$ cat config.mk
export PLATFORM = sky130hd
export DESIGN_NAME = fetch_seq_flat
export DESIGN_NICKNAME = d
export VERILOG_FILES = /design/src/rtl/fetch_seq_if.sv /design/src/rtl/fetch_seq.sv /design/src/flat_wrapper.sv
export SDC_FILE = /design/constraint.sdc
export NUM_CORES = 1
export LEC_CHECK = 0
export BUFFER_PORTS_ARGS = -buffer_cell sky130_fd_sc_hd__buf_2
export CORE_MARGIN = 2
export CORE_UTILIZATION = 40
export DETAILED_ROUTE_END_ITERATION = 7
export PLACE_DENSITY_LB_ADDON = 0.05
export SKIP_LAST_GASP = 1
export SLEW_MARGIN = 20
export SYNTH_ARGS = -nofsm -noshare
export SYNTH_HDL_FRONTEND = slang
export SYNTH_SLANG_ARGS = --single-unit
$ cat constraint.sdc
create_clock -name clk -period 2.4 [get_ports clk]
set_clock_uncertainty 0.2 [all_clocks]
set_input_delay 0.36 -clock clk [delete_from_list [all_inputs] [get_ports clk]]
set_output_delay 0.36 -clock clk [all_outputs]
set_load 0.02 [all_outputs]
$ cat src/rtl/fetch_seq_if.sv
// fetch_seq_if: bus between the fetch sequencer (master) and the program ROM /
// instruction decoder (slave). Carries the bus cycle phase, the fetch address,
// the returned nibble and the decoder-facing fetch results and redirect.
interface fetch_seq_if #(
  parameter int unsigned ADDR_W = 12
);
  logic [2:0]        cycle;
  logic [ADDR_W-1:0] rom_addr;
  logic [3:0]        rom_nibble;
  logic [3:0]        opr;
  logic [3:0]        opa;
  logic              instr_valid;
  logic              word2;
  logic              two_word;
  logic              jump_req;
  logic [ADDR_W-1:0] jump_addr;
  logic [ADDR_W-1:0] pc;
  logic              sync;

  modport master (
    output cycle, rom_addr, opr, opa, instr_valid, word2, pc, sync,
    input  rom_nibble, two_word, jump_req, jump_addr
  );

  modport slave (
    input  cycle, rom_addr, opr, opa, instr_valid, word2, pc, sync,
    output rom_nibble, two_word, jump_req, jump_addr
  );
endinterface

$ cat src/rtl/fetch_seq.sv
// fetch_seq: instruction fetch sequencer. Runs the 8-phase bus cycle
// (A1..X3 = 0..7), presents the fetch address for the whole bus cycle,
// captures OPR/OPA in M1/M2, advances the PC, handles jump redirection and
// two-word instruction tracking.
// Optional breakpoint/halt logic is enabled by defining FETCH_BRKPT_EN.
module fetch_seq #(
  parameter int unsigned       ADDR_W   = 12,
  parameter logic [ADDR_W-1:0] RESET_PC = '0
) (
  input  logic              clk,
  input  logic              rst_n,
  input  logic              i_run,
`ifdef FETCH_BRKPT_EN
  input  logic              i_bp_en,
  input  logic [ADDR_W-1:0] i_bp_addr,
  output logic              o_halted,
`endif
  fetch_seq_if.master       bus
);

  logic [2:0]        r_cycle,       w_cycle_d;
  logic [ADDR_W-1:0] r_pc,          w_pc_d;
  logic [ADDR_W-1:0] r_rom_addr,    w_rom_addr_d;
  logic [3:0]        r_opr,         w_opr_d;
  logic [3:0]        r_opa,         w_opa_d;
  logic              r_instr_valid, w_instr_valid_d;
  logic              r_word2,       w_word2_d;
  logic              r_sync,        w_sync_d;
  logic              r_pending,     w_pending_d;
  logic              w_stall;

`ifdef FETCH_BRKPT_EN
  logic r_halted, w_halted_d;
  assign w_stall  = !i_run || r_halted;
  assign o_halted = r_halted;
`else
  assign w_stall = !i_run;
`endif

  // Next-state: phase counter plus per-phase capture / PC / redirect actions.
  always_comb begin
    w_cycle_d       = r_cycle;
    w_pc_d          = r_pc;
    w_rom_addr_d    = r_rom_addr;
    w_opr_d         = r_opr;
    w_opa_d         = r_opa;
    w_instr_valid_d = r_instr_valid;
    w_word2_d       = r_word2;
    w_sync_d        = r_sync;
    w_pending_d     = r_pending;

    // Halting only takes effect on the A1 boundary; a started bus cycle completes.
    if (!(r_cycle == 3'd0 && w_stall)) begin
      w_cycle_d = r_cycle + 3'd1;
    end

    unique case (r_cycle)
      3'd3: w_opr_d = bus.rom_nibble;
      3'd4: begin
        w_opa_d         = bus.rom_nibble;
        w_instr_valid_d = 1'b1;
        w_pc_d          = r_pc + ADDR_W'(1);
      end
      3'd5: begin
        w_instr_valid_d = 1'b0;
        // The second word of a two-word instruction never starts another pair.
        w_pending_d     = r_word2 ? 1'b0 : bus.two_word;
      end
      3'd6: w_sync_d = 1'b1;
      3'd7: begin
        w_sync_d  = 1'b0;
        w_word2_d = r_pending;
        // Jump overrides the increment already applied in M2.
        if (bus.jump_req) begin
          w_pc_d       = bus.jump_addr;
          w_rom_addr_d = bus.jump_addr;
        end else begin
          w_rom_addr_d = r_pc;
        end
      end
      default: ;
    endcase

`ifdef FETCH_BRKPT_EN
    w_halted_d = r_halted;
    if (r_halted && !i_bp_en) begin
      w_halted_d = 1'b0;
    end
    if (r_cycle == 3'd7 && i_bp_en && w_rom_addr_d == i_bp_addr) begin
      w_halted_d = 1'b1;
    end
`endif
  end

  // State registers with asynchronous active-low reset.
  always_ff @(posedge clk or negedge rst_n) begin
    if (!rst_n) begin
      r_cycle       <= 3'd0;
      r_pc          <= RESET_PC;
      r_rom_addr    <= RESET_PC;
      r_opr         <= 4'h0;
      r_opa         <= 4'h0;
      r_instr_valid <= 1'b0;
      r_word2       <= 1'b0;
      r_sync        <= 1'b0;
      r_pending     <= 1'b0;
    end else begin
      r_cycle       <= w_cycle_d;
      r_pc          <= w_pc_d;
      r_rom_addr    <= w_rom_addr_d;
      r_opr         <= w_opr_d;
      r_opa         <= w_opa_d;
      r_instr_valid <= w_instr_valid_d;
      r_word2       <= w_word2_d;
      r_sync        <= w_sync_d;
      r_pending     <= w_pending_d;
    end
  end

`ifdef FETCH_BRKPT_EN
  // Breakpoint halt flag.
  always_ff @(posedge clk or negedge rst_n) begin
    if (!rst_n) begin
      r_halted <= 1'b0;
    end else begin
      r_halted <= w_halted_d;
    end
  end
`endif

  assign bus.cycle       = r_cycle;
  assign bus.rom_addr    = r_rom_addr;
  assign bus.opr         = r_opr;
  assign bus.opa         = r_opa;
  assign bus.instr_valid = r_instr_valid;
  assign bus.word2       = r_word2;
  assign bus.pc          = r_pc;
  assign bus.sync        = r_sync;

endmodule

$ cat src/flat_wrapper.sv
// flat-port wrapper written by rule: the top's interface ports become plain ports
module fetch_seq_flat 
#(
  parameter int unsigned       ADDR_W   = 12,
  parameter logic [ADDR_W-1:0] RESET_PC = '0
)
  (clk, rst_n, i_run, bus_cycle, bus_rom_addr, bus_opr, bus_opa, bus_instr_valid, bus_word2, bus_pc, bus_sync, bus_rom_nibble, bus_two_word, bus_jump_req, bus_jump_addr);
  fetch_seq_if #(.ADDR_W(ADDR_W)) bus_i ();
  input  logic clk;
  input  logic rst_n;
  input  logic i_run;
  output wire logic [$bits(bus_i.cycle)-1:0] bus_cycle;
  output wire logic [$bits(bus_i.rom_addr)-1:0] bus_rom_addr;
  output wire logic [$bits(bus_i.opr)-1:0] bus_opr;
  output wire logic [$bits(bus_i.opa)-1:0] bus_opa;
  output wire logic [$bits(bus_i.instr_valid)-1:0] bus_instr_valid;
  output wire logic [$bits(bus_i.word2)-1:0] bus_word2;
  output wire logic [$bits(bus_i.pc)-1:0] bus_pc;
  output wire logic [$bits(bus_i.sync)-1:0] bus_sync;
  input wire logic [$bits(bus_i.rom_nibble)-1:0] bus_rom_nibble;
  input wire logic [$bits(bus_i.two_word)-1:0] bus_two_word;
  input wire logic [$bits(bus_i.jump_req)-1:0] bus_jump_req;
  input wire logic [$bits(bus_i.jump_addr)-1:0] bus_jump_addr;
  assign bus_cycle = bus_i.cycle;
  assign bus_rom_addr = bus_i.rom_addr;
  assign bus_opr = bus_i.opr;
  assign bus_opa = bus_i.opa;
  assign bus_instr_valid = bus_i.instr_valid;
  assign bus_word2 = bus_i.word2;
  assign bus_pc = bus_i.pc;
  assign bus_sync = bus_i.sync;
  assign bus_i.rom_nibble = bus_rom_nibble;
  assign bus_i.two_word = bus_two_word;
  assign bus_i.jump_req = bus_jump_req;
  assign bus_i.jump_addr = bus_jump_addr;
  fetch_seq #(.ADDR_W(ADDR_W), .RESET_PC(RESET_PC)) u_core (.clk(clk), .rst_n(rst_n), .i_run(i_run), .bus(bus_i));
endmodule
==> metrics, run 1 <==
synthesis-to-layout area growth=25.0%; synthesized flop and latch total=39; violations in the final reports=hold timing; initial antenna violation count=0; filler-free cell count of the finished design=283; Period minus WS final=~2.0 ns; Critical Path End Type=register; slowest stage delay, CP=roughly 0.44 ns; Rows=25; max-slew violations=0; final wirelength=about 4100 um; top cells by area, synth=dfrtp_1 51%, mux2i_1 6.3%, mux2_2 5.3%, ha_1 4.6%, o21a_1 3.9%; Final Hold Fails=26; Starting Density=around 41%; Setup TNS Final=0 ns; CP max FO=10; CP Data Arrival Time=around 2.0 ns; share of layout cells above drive strength 1=between 30% and 40%; synthesized area per cell=11.4 um2; crit-path cells=inv_1 > ha_1 > nand2_2 > nor3_1 > a221oi_1 > a2111oi_2; grt ovf=0; Nets=roughly 260; RSZ-0062 raised after global routing=false; CTS Buf Count=5; DR WL/cell=approximately 15 um; Placed Area=2270 um2; Slowest cell on crit path=dfrtp_1; hold slack=-0.0286 ns; vias in the first global route=between 1500 and 2000; static leakage=roughly 1.1 nW; CTS tree=built; fmax=between 400 and 500 MHz; First-pass DRT Iterations=4; Hold-fix buffers, CTS=0; worst vdd ir=slightly above 0.8 mV; mux share of post-synthesis cell area=around an eighth; WS Path Type=reg -> reg; Post-CTS Setup Bufs=0; design area=approximately 2400 um2; Post-DP HPWL=around 3000 um; asr flop ratio synth=100%; post-synthesis sequential area ratio=around half; Post-synth top cells=39 x dfrtp_1, 15 x nand2_1, 12 x mux2i_1, 10 x o21a_1, 9 x mux2_2; Req. time, crit path=about 2.4 ns; main combinational cell family by area after synthesis=simple AND/OR/NAND/NOR gates; Bufs on Longest Clock Path=2; # setup viols final=0; cts repair resizes=0; Root Driver=clkbuf_8; CP bufs+invs=1; Slew headroom=between 40% and 50%; crit-path leading delay family=simple AND/OR/NAND/NOR gates; clk slew on worst S/H paths=0.07 ns; H-Tree Depth=2; utilization after layout=51.2%; global-route wire length before repair=roughly 7000 um; post-synth top area share=between 50% and 60%; Ant. Diodes=0; GPL Wtd Cong=0.785; Tightest Pin Transition=0.868 ns; Worst Hold Class=in -> async; Die W=between 70 and 80 um; pin count of the biggest net entering global routing=40; CP startpoint kind=register; chip height=between 70 and 80 um; PnR worst setup slack=~0.37 ns; Adder-Cell Fraction of Synth Area=4.56%; most common flop cell mapped by yosys=dfrtp_1; Final Total Pwr=roughly 3.5 mW; clk_lat worst skew=around 0.28 ns; Synthesis Warnings=0; core box area=4690 um2; worst slack, placed=~0.34 ns; cell with the most instances after synthesis=dfrtp_1; Routed Antenna Nets=0; IO Port Bufs=58; GRT Util Overall=17.0%; I/O pin count=59; Remaining DRCs=0; placed cells=275; syn nets=just under 200; status=finished, violations left; Post-Syn Instances=around 170; simple-gate share of the synthesized area=approximately 13%; period utilization=approximately 84%; leading area contributor after synthesis=dfrtp_1; Post-synth EDFFs=0; Vias/cell=about 5.2; die area=about 5400 um2; Synth Cell Area=1920 um2; via count=between 1000 and 1500; PwrDens=approximately 1500 nW/um2; DR iter-0 viols=55; Clock Sinks=39; XOR/XNOR Fraction of Synth Area=under 10%; number of max-cap violations=0; post-synthesis compound-gate area fraction=roughly 12%; Cell variety after synth=36
==> worst paths after layout <==
check	from	end	slack, ns	cells after the start
hold / removal	rst_n	u_core.bus.rom_addr[4]	-0.03	1
hold reg to reg	u_core.bus.rom_addr[2]	u_core.bus.rom_addr[2]	0.27	1
min in group clk	bus_rom_nibble[3]	u_core.bus.opa[3]	0.12	2
max in group asynchronous	rst_n	u_core.bus.rom_addr[0]	1.46	1
setup / recovery	u_core.bus.cycle[0]	u_core.bus.pc[9]	0.37	6
setup reg to reg	u_core.bus.cycle[0]	u_core.bus.pc[9]	0.37	6
==> worst reg2reg max path: cells and delay by family, from the launching register on <==
kind	cells	cell delay [ns]
simple gates	2	0.53
flops	1	0.44
compound gates	2	0.39
fa+ha+maj	1	0.25
buf+inv	1	0.11
==> placed cells by master, fill, tap and decap left out, types with 2 or more instances in the layout <==
cell        n
inv_1       5
mux2i_1    12
dfrtp_1    39
and3_1      2
ha_1        7
a21boi_1    8
and2_1      2
clkbuf_8    5
a211oi_1    4
nand4_1     4
nor3_1      3
mux2_2      9
xor2_1      2
o21a_1     10
nor2_1      8
buf_2      58
xnor2_1     7
buf_4       4
bufinv_16   2
nor4_2      2
a21oi_1     6
nand2_1    15
==> cell families (layout without fill, tap and decap cells) <==
group	Yosys count	in the layout
flip-flops	39	39
AND/OR/NAND/NOR	44	44
XOR/XNOR	9	9
AO/OA/AOI/OAI	33	33
buffers and inverters	14	75
multiplexers	22	22
adder cells (fa/ha/maj)	7	7
==> flip-flops by register name, summed over array words and instances (netlist names) <==
name	flops
u_core.bus.rom_addr	12
u_core.bus.opa	4
u_core.bus.pc	12
u_core.bus.sync	1
u_core.bus.opr	4
u_core.bus.cycle	3
u_core.bus.word2	1
u_core.bus.instr_valid	1
u_core.r_pending	1
==> layer usage <==
layer	share of wire, %	vias up	GRT usage, %
met5	0	-	0
met4	0.51	0	5.86
met3	5.6	2	4.39
met2	50	41	28.2
met1	44	733	21.7
li1	-	708	-
==> power breakdown <==
part	switching [mW]	leakage [nW]	internal (mW)
Sequential	0.295	0.439	0.967
Combinational	0.929	0.582	0.662
Clock	0.227	0.0644	0.414
Total	1.45	1.09	2.04
==> layout make-up <==
type,count,area (um2)
clock buffers,5,68.8
multi-input cells,115,883
flip-flops and latches,39,976
inverters,5,18.8
fillers,434,2290
well taps,54,67.6
clock inverters,3,67.6
repair buffers,62,320
Power figures use the tool's default switching activity.
==> run 2, diff against run 1 <==
ABC_AREA = 1   (was default)
clock period = 1.7 ns   (was 2.4 ns; I/O delays follow)
==> run 2 against run 1 <==
  * The run ends with setup timing left
  * Power rose by 60%
  * Final cell count increased by 43%
  * Utilization up 8.3 points
  * Critical path type unchanged
  * Critical endpoint unchanged
  * Largest power group unchanged
==> metrics, run 2 <==
most frequent cells in the layout=58 x buf_2, 56 x nand2_1, 36 x dfrtp_1 (was 58 x buf_2, 39 x dfrtp_1, 15 x nand2_1); synthesized area per cell=8.21 um2 (was 11.4 um2); CP startpoint kind=register (unchanged); asr flop ratio synth=100% (unchanged); synthesized flop and latch total=39 (unchanged); R2R Path Start=u_core.bus.cycle[0] (unchanged); Post-synth top cells=56 x nand2_1, 39 x dfrtp_1, 31 x nor2_1, 22 x inv_1, 19 x o21ai_0 (was 39 x dfrtp_1, 15 x nand2_1, 12 x mux2i_1, 10 x o21a_1, 9 x mux2_2); sequential group share of total power=30.2% (was 36.1%); leading area contributor after synthesis=dfrtp_1 (unchanged); Hold Path Sink=u_core.r_pending; Slew headroom=70.4% (was 42.1%); most common cell after layout, fill and taps aside=buf_2 (unchanged); Nets=366 (was 256); vias in the first global route=1904 (was 1553); Synthesis Warnings=0 (unchanged); Post-Syn Instances=244 (was 168); placed cells=384 (was 275); final wirelength=5080 um (was 4100 um); initial antenna violation count=0 (unchanged); Worst Hold Launch=bus_two_word; Switching Fraction=43.1% (was 41.5%); Starting Density=41.9% (was 41.0%); Final Hold Fails=0 (was 26); Tightest Pin Transition=0.444 ns (was 0.868 ns); Clock Sinks=39 (unchanged); Placed Area=2540 um2 (was 2270 um2); Period minus WS final=1.80 ns (was 2.03 ns); Cell variety after synth=28 (was 36); top cells by area, synth=dfrtp_1 49%, nand2_1 10%, nor2_1 5.8%, o21ai_0 4.7%, ha_1 4.4% (was dfrtp_1 51%, mux2i_1 6.3%, mux2_2 5.3%, ha_1 4.6%, o21a_1 3.9%); DR iter-0 viols=130 (was 55); period utilization=106% (was 84.4%); combinational power share=52.9% (was 45.5%); CTS tree=built (unchanged); via count=1925 (was 1484); First-pass DRT Iterations=4 (unchanged); Vias/cell=4.74 (was 5.24); Synth Cell Area=2000 um2 (was 1920 um2); pin count of the biggest net entering global routing=24 (was 40); design area=2850 um2 (was 2400 um2); fmax=555 MHz (was 493 MHz); cell with the most instances after synthesis=nand2_1 (was dfrtp_1); global-route wire length before repair=8790 um (was 7010 um); PnR worst setup slack=-0.102 ns (was 0.373 ns); post-synth top area share=48.7% (was 50.8%); most common flop cell mapped by yosys=dfrtp_1 (unchanged); grt ovf=0 (unchanged); filler-free cell count of the finished design=406 (was 283); PwrDens=1960 nW/um2 (was 1460 nW/um2); synthesis-to-layout area growth=42.2% (was 25.0%); r2r setup slk=-0.10 ns (was 0.37 ns); post-synthesis sequential area ratio=48.7% (was 50.8%); CTS Buf Count=5 (unchanged); number of max-cap violations=0 (unchanged); worst slack, placed=-0.102 ns (was 0.340 ns); Bufs on Longest Clock Path=2 (unchanged); sw power=2.41 mW (was 1.45 mW); IO Port Bufs=58 (unchanged); Ant. Diodes=0 (unchanged); Post-DP HPWL=3660 um (was 3030 um); internal power=3.17 mW (was 2.04 mW); Worst Hold Class=in -> reg (was in -> async); Routed Antenna Nets=0 (unchanged); CP max FO=6 (was 10); Die W=74.8 um (was 73.3 um); utilization after layout=59.5% (was 51.2%); R2R Path End=u_core.bus.pc[9] (unchanged); RSZ-0062 raised after global routing=true (was false); R2R cell count=8 (was 6); Critical Path End Type=register (unchanged); syn nets=272 (was 196); max-slew violations=0 (unchanged); worst vdd ir=0.968 mV (was 0.816 mV); chip height=74.8 um (was 73.3 um); Clock Power Share=16.9% (was 18.4%); hold slack=0.00901 ns (was -0.0286 ns); I/O pin count=59 (unchanged); Hold Path Depth=3; WS Path Type=reg -> reg (unchanged); clk slew on worst S/H paths=0.08 ns (was 0.07 ns); Req. time, crit path=1.69 ns (was 2.38 ns); H-Tree Depth=2 (unchanged); Rows=25 (unchanged); Post-synth EDFFs=0 (unchanged); core box area=4790 um2 (was 4690 um2); share of layout cells above drive strength 1=36.0% (was 37.6%); GRT Util Overall=20.9% (was 17.0%); # setup viols final=10 (was 0); CP Data Arrival Time=1.79 ns (was 2.00 ns); die area=5590 um2 (was 5380 um2); DR WL/cell=12.5 um (was 14.5 um); GPL Wtd Cong=0.823 (was 0.785); violations in the final reports=setup timing (was hold timing); clk_lat worst skew=0.30 ns (was 0.28 ns); Root Driver=clkbuf_8 (unchanged); static leakage=1.47 nW (was 1.09 nW); Remaining DRCs=0 (unchanged); status=finished, violations left (unchanged)
## run 2: cell types whose count changed after synthesis, sizes merged, moves of 7 or more
cell / before / now
xnor2: 7 / 0
nand3: 2 / 11
a21oi: 6 / 20
nor2: 9 / 33
nand2: 16 / 59
mux2: 10 / 0
o21ai: 2 / 29
o21a: 10 / 0
inv: 5 / 25
a21boi: 8 / 0
mux2i: 12 / 0
## run 2: logic make-up (layout without fill, tap and decap cells)
logic type	after synthesis	after routing	synth area share (%)
xor+xnor	1	1	0.437
flops	39	39	48.7
simple gates	105	105	21.4
fa+ha+maj	7	7	4.37
buf+inv	35	130	8.18
compound gates	57	57	16.9
## run 2: what timing repair did
action,4_1_cts,5_1_grt
pin swaps,7,3
cloned,1,0
resized for setup,6,8
hold endpoints to repair,23,0
buffers inserted,3,2
endpoints found under the setup margin,16,23
hold buffers,8,0
## run 2: stage by stage
stage / power (mW) / TNS [ns]
final: 5.58 / -0.621
after global routing: 6.08 / -1.62
after CTS: 5.56 / -0.549
after detailed placement: 4.45 / -0.680
after global placement: 4.43 / -0.120
after floorplan: 3.39 / 0
## run 2: how the worst max path moves through the flow
stage	from	end	slack (ns)	cells past startpoint
after global placement	u_core.bus.cycle[0]	u_core.bus.pc[6]	-0.05	9
after CTS	u_core.bus.cycle[0]	u_core.bus.pc[6]	-0.1	9
after detailed placement	u_core.bus.cycle[0]	u_core.bus.pc[6]	-0.10	9
final	u_core.bus.cycle[0]	u_core.bus.pc[9]	-0.10	8
after global routing	u_core.bus.cycle[0]	u_core.bus.pc[6]	-0.18	9
after floorplan	u_core.bus.cycle[0]	u_core.bus.pc[2]	0.0001	9
## run 2: cell type report
class | instances | area, um2
tap | 67 | 83.8
clock buffer | 5 | 68.8
clock inverter | 3 | 67.6
inverter | 25 | 97.6
timing repair buffer | 96 | 641
timing repair inverter | 1 | 7.51
sequential | 39 | 980
fill | 467 | 1940
multi-input combinational | 170 | 902
## run 2: per-layer routing
metal | vias up | routed length [um] | GRT usage, %
li1 | 976 | - | -
met5 | - | 0 | 0
met3 | 9 | 326 | 5.35
met2 | 63 | 2380 | 33.9
met4 | 0 | 77 | 7.54
met1 | 877 | 2300 | 27.1
## run 2: power groups by stage
stage	clock network [mW]	logic (mW)	registers, mW
floorplan	0	1.21	2.17
global placement	0	2.75	1.68
detailed placement	0	2.78	1.68
CTS	0.961	2.91	1.69
global route	1.00	3.32	1.76
finish	0.942	2.95	1.69
## run 2: worst max-delay path, cell delays in order (launching register included)
cell,delay [ns]
dfrtp_2,0.44
ha_4,0.17
ha_4,0.16
buf_12,0.13
nor2_4,0.14
buf_4,0.14
clkinvlp_4,0.14
nor2_1,0.12
a21oi_1,0.05
==> run 3, diff against run 2 <==
CTS_BUF_LIST = sky130_fd_sc_hd__clkbuf_8 sky130_fd_sc_hd__clkbuf_16   (was default)
SKIP_LAST_GASP = default   (was 1)
clock period = 1.6 ns   (was 1.7 ns; I/O delays follow)
==> run 3 against run 2 <==
  * The run still ends with setup timing left
  * Critical endpoint is now u_core.bus.pc[6]
  * Highest routed layer unchanged
  * Largest power group unchanged
  * Die area did not move
  * Final cell count is 0.25% higher
  * Largest cell class unchanged
  * First-iteration DRC count down 42%
  * Clock power is 4.7% higher
  * Via count fell by 0.94%
==> metrics, run 3 (synthesis gave the netlist of run 2 again) <==
core box area=4790 um2 (unchanged); chip height=74.8 um (unchanged); Vias/cell=4.69 (was 4.74); Worst Hold Launch=i_run (was bus_two_word); Hold Path Sink=u_core.bus.cycle[2] (was u_core.r_pending); WS Path Type=reg -> reg (unchanged); share of layout cells above drive strength 1=37.6% (was 36.0%); Hold Path Depth=3 (unchanged); Tightest Pin Transition=0.388 ns (was 0.444 ns); Worst Hold Class=in -> reg (unchanged); Final Hold Fails=0 (unchanged); status=finished, violations left (unchanged); Die W=74.8 um (unchanged); Req. time, crit path=1.59 ns (was 1.69 ns); utilization after layout=61.2% (was 59.5%); I/O pin count=59 (unchanged); DR iter-0 viols=76 (was 130); CTS tree=built (unchanged); RSZ-0062 raised after global routing=true (unchanged); CP max FO=12 (was 6); max-slew violations=0 (unchanged); most frequent cells in the layout=58 x buf_2, 55 x nand2_1, 37 x dfrtp_1 (was 58 x buf_2, 56 x nand2_1, 36 x dfrtp_1); global-route wire length before repair=8090 um (was 8790 um); Slew headroom=74.1% (was 70.4%); final wirelength=5060 um (was 5080 um); die area=5590 um2 (unchanged); fmax=598 MHz (was 555 MHz); CP startpoint kind=register (unchanged); r2r setup slk=-0.07 ns (was -0.10 ns); Critical Path End Type=register (unchanged); worst vdd ir=1.34 mV (was 0.968 mV); clk_lat worst skew=0.29 ns (was 0.30 ns); Placed Area=2580 um2 (was 2540 um2); most common cell after layout, fill and taps aside=buf_2 (unchanged); period utilization=104% (was 106%); hold slack=0.00982 ns (was 0.00901 ns); Remaining DRCs=0 (unchanged); Clock Power Share=16.4% (was 16.9%); design area=2930 um2 (was 2850 um2); Nets=367 (was 366); First-pass DRT Iterations=4 (unchanged); Switching Fraction=43.2% (was 43.1%); Clock Sinks=39 (unchanged); R2R Path Start=u_core.bus.cycle[1] (was u_core.bus.cycle[0]); CTS Buf Count=5 (unchanged); GPL Wtd Cong=0.802 (was 0.823); synthesis-to-layout area growth=46.2% (was 42.2%); vias in the first global route=1747 (was 1904); grt ovf=0 (unchanged); static leakage=1.49 nW (was 1.47 nW); PwrDens=2060 nW/um2 (was 1960 nW/um2); Rows=25 (unchanged); Period minus WS final=1.67 ns (was 1.80 ns); clk slew on worst S/H paths=0.08 ns (about the same); GRT Util Overall=19.1% (was 20.9%); violations in the final reports=setup timing (unchanged); internal power=3.42 mW (was 3.17 mW); CP Data Arrival Time=1.66 ns (was 1.79 ns); sequential group share of total power=29.2% (was 30.2%); pin count of the biggest net entering global routing=26 (was 24); Post-DP HPWL=3630 um (was 3660 um); R2R Path End=u_core.bus.pc[6] (was u_core.bus.pc[9]); Bufs on Longest Clock Path=2 (unchanged); via count=1907 (was 1925); initial antenna violation count=0 (unchanged); DR WL/cell=12.4 um (was 12.5 um); H-Tree Depth=2 (unchanged); number of max-cap violations=0 (unchanged); IO Port Bufs=58 (unchanged); Final Total Pwr=6.03 mW (was 5.58 mW); sw power=2.60 mW (was 2.41 mW); PnR worst setup slack=-0.0718 ns (was -0.102 ns); # setup viols final=13 (was 10); combinational power share=54.4% (was 52.9%); Starting Density=41.9% (unchanged); Root Driver=clkbuf_8 (unchanged); R2R cell count=9 (was 8); Routed Antenna Nets=0 (unchanged); Ant. Diodes=0 (unchanged)
run 3: worst max-delay path by stage:
stage | from | endpoint | slack, ns | depth (start not counted)
after floorplan | u_core.bus.cycle[1] | u_core.bus.pc[4] | -0.05 | 9
after global placement | u_core.bus.cycle[1] | u_core.bus.pc[6] | -0.13 | 10
after detailed placement | u_core.bus.cycle[1] | u_core.bus.pc[6] | -0.13 | 10
after CTS | u_core.bus.cycle[1] | u_core.bus.pc[6] | -0.06 | 9
after global routing | u_core.bus.cycle[1] | u_core.bus.pc[10] | -0.14 | 8
final | u_core.bus.cycle[1] | u_core.bus.pc[6] | -0.07 | 9
run 3: routing by layer:
layer | GRT usage, % | vias up | routed length [um]
met5 | 0 | - | 0
met4 | 5.36 | 0 | 40
met3 | 4.55 | 5 | 310
met2 | 31.5 | 59 | 2390
met1 | 25.4 | 867 | 2320
li1 | - | 976 | -
run 3: stage by stage:
stage	TNS [ns]	cells	setup WS [ns]
floorplan	-0.0875	244	-0.0508
global placement	-0.839	386	-0.127
detailed placement	-1.23	386	-0.127
CTS	-0.299	407	-0.0564
global route	-1.30	407	-0.137
finish	-0.374	407	-0.0718
run 3: critical path, stage by stage (launching register included):
cell,delay (ns)
dfrtp_2,0.43
ha_4,0.17
ha_4,0.18
buf_8,0.14
nor2_4,0.16
inv_6,0.08
nand2_1,0.07
nand2_1,0.04
nand2_1,0.05
inv_1,0.04
run 3: timing repair:
item / CTS / global route
setup buffers: 3 / 0
resized for setup: 18 / 12
hold endpoints to repair: 40 / 0
hold buffers: 10 / 0
setup endpoints to repair: 20 / 30
pin swaps: 5 / 1
run 3: final cells by class:
class,count,area [um2]
Fill cell,437,1860
Sequential cell,39,978
Multi-Input combinational cell,170,957
Timing Repair Buffer,98,663
Inverter,25,109
Tap cell,67,83.8
Clock buffer,5,68.8
Clock inverter,3,67.6
run 3: power groups by stage:
stage | combinational, mW | clock (mW) | sequential [mW]
after floorplan | 1.37 | 0 | 2.33
after global placement | 2.99 | 0 | 1.77
after detailed placement | 3.03 | 0 | 1.77
after CTS | 3.22 | 1.02 | 1.76
after global routing | 3.64 | 1.06 | 1.82
final | 3.28 | 0.986 | 1.76
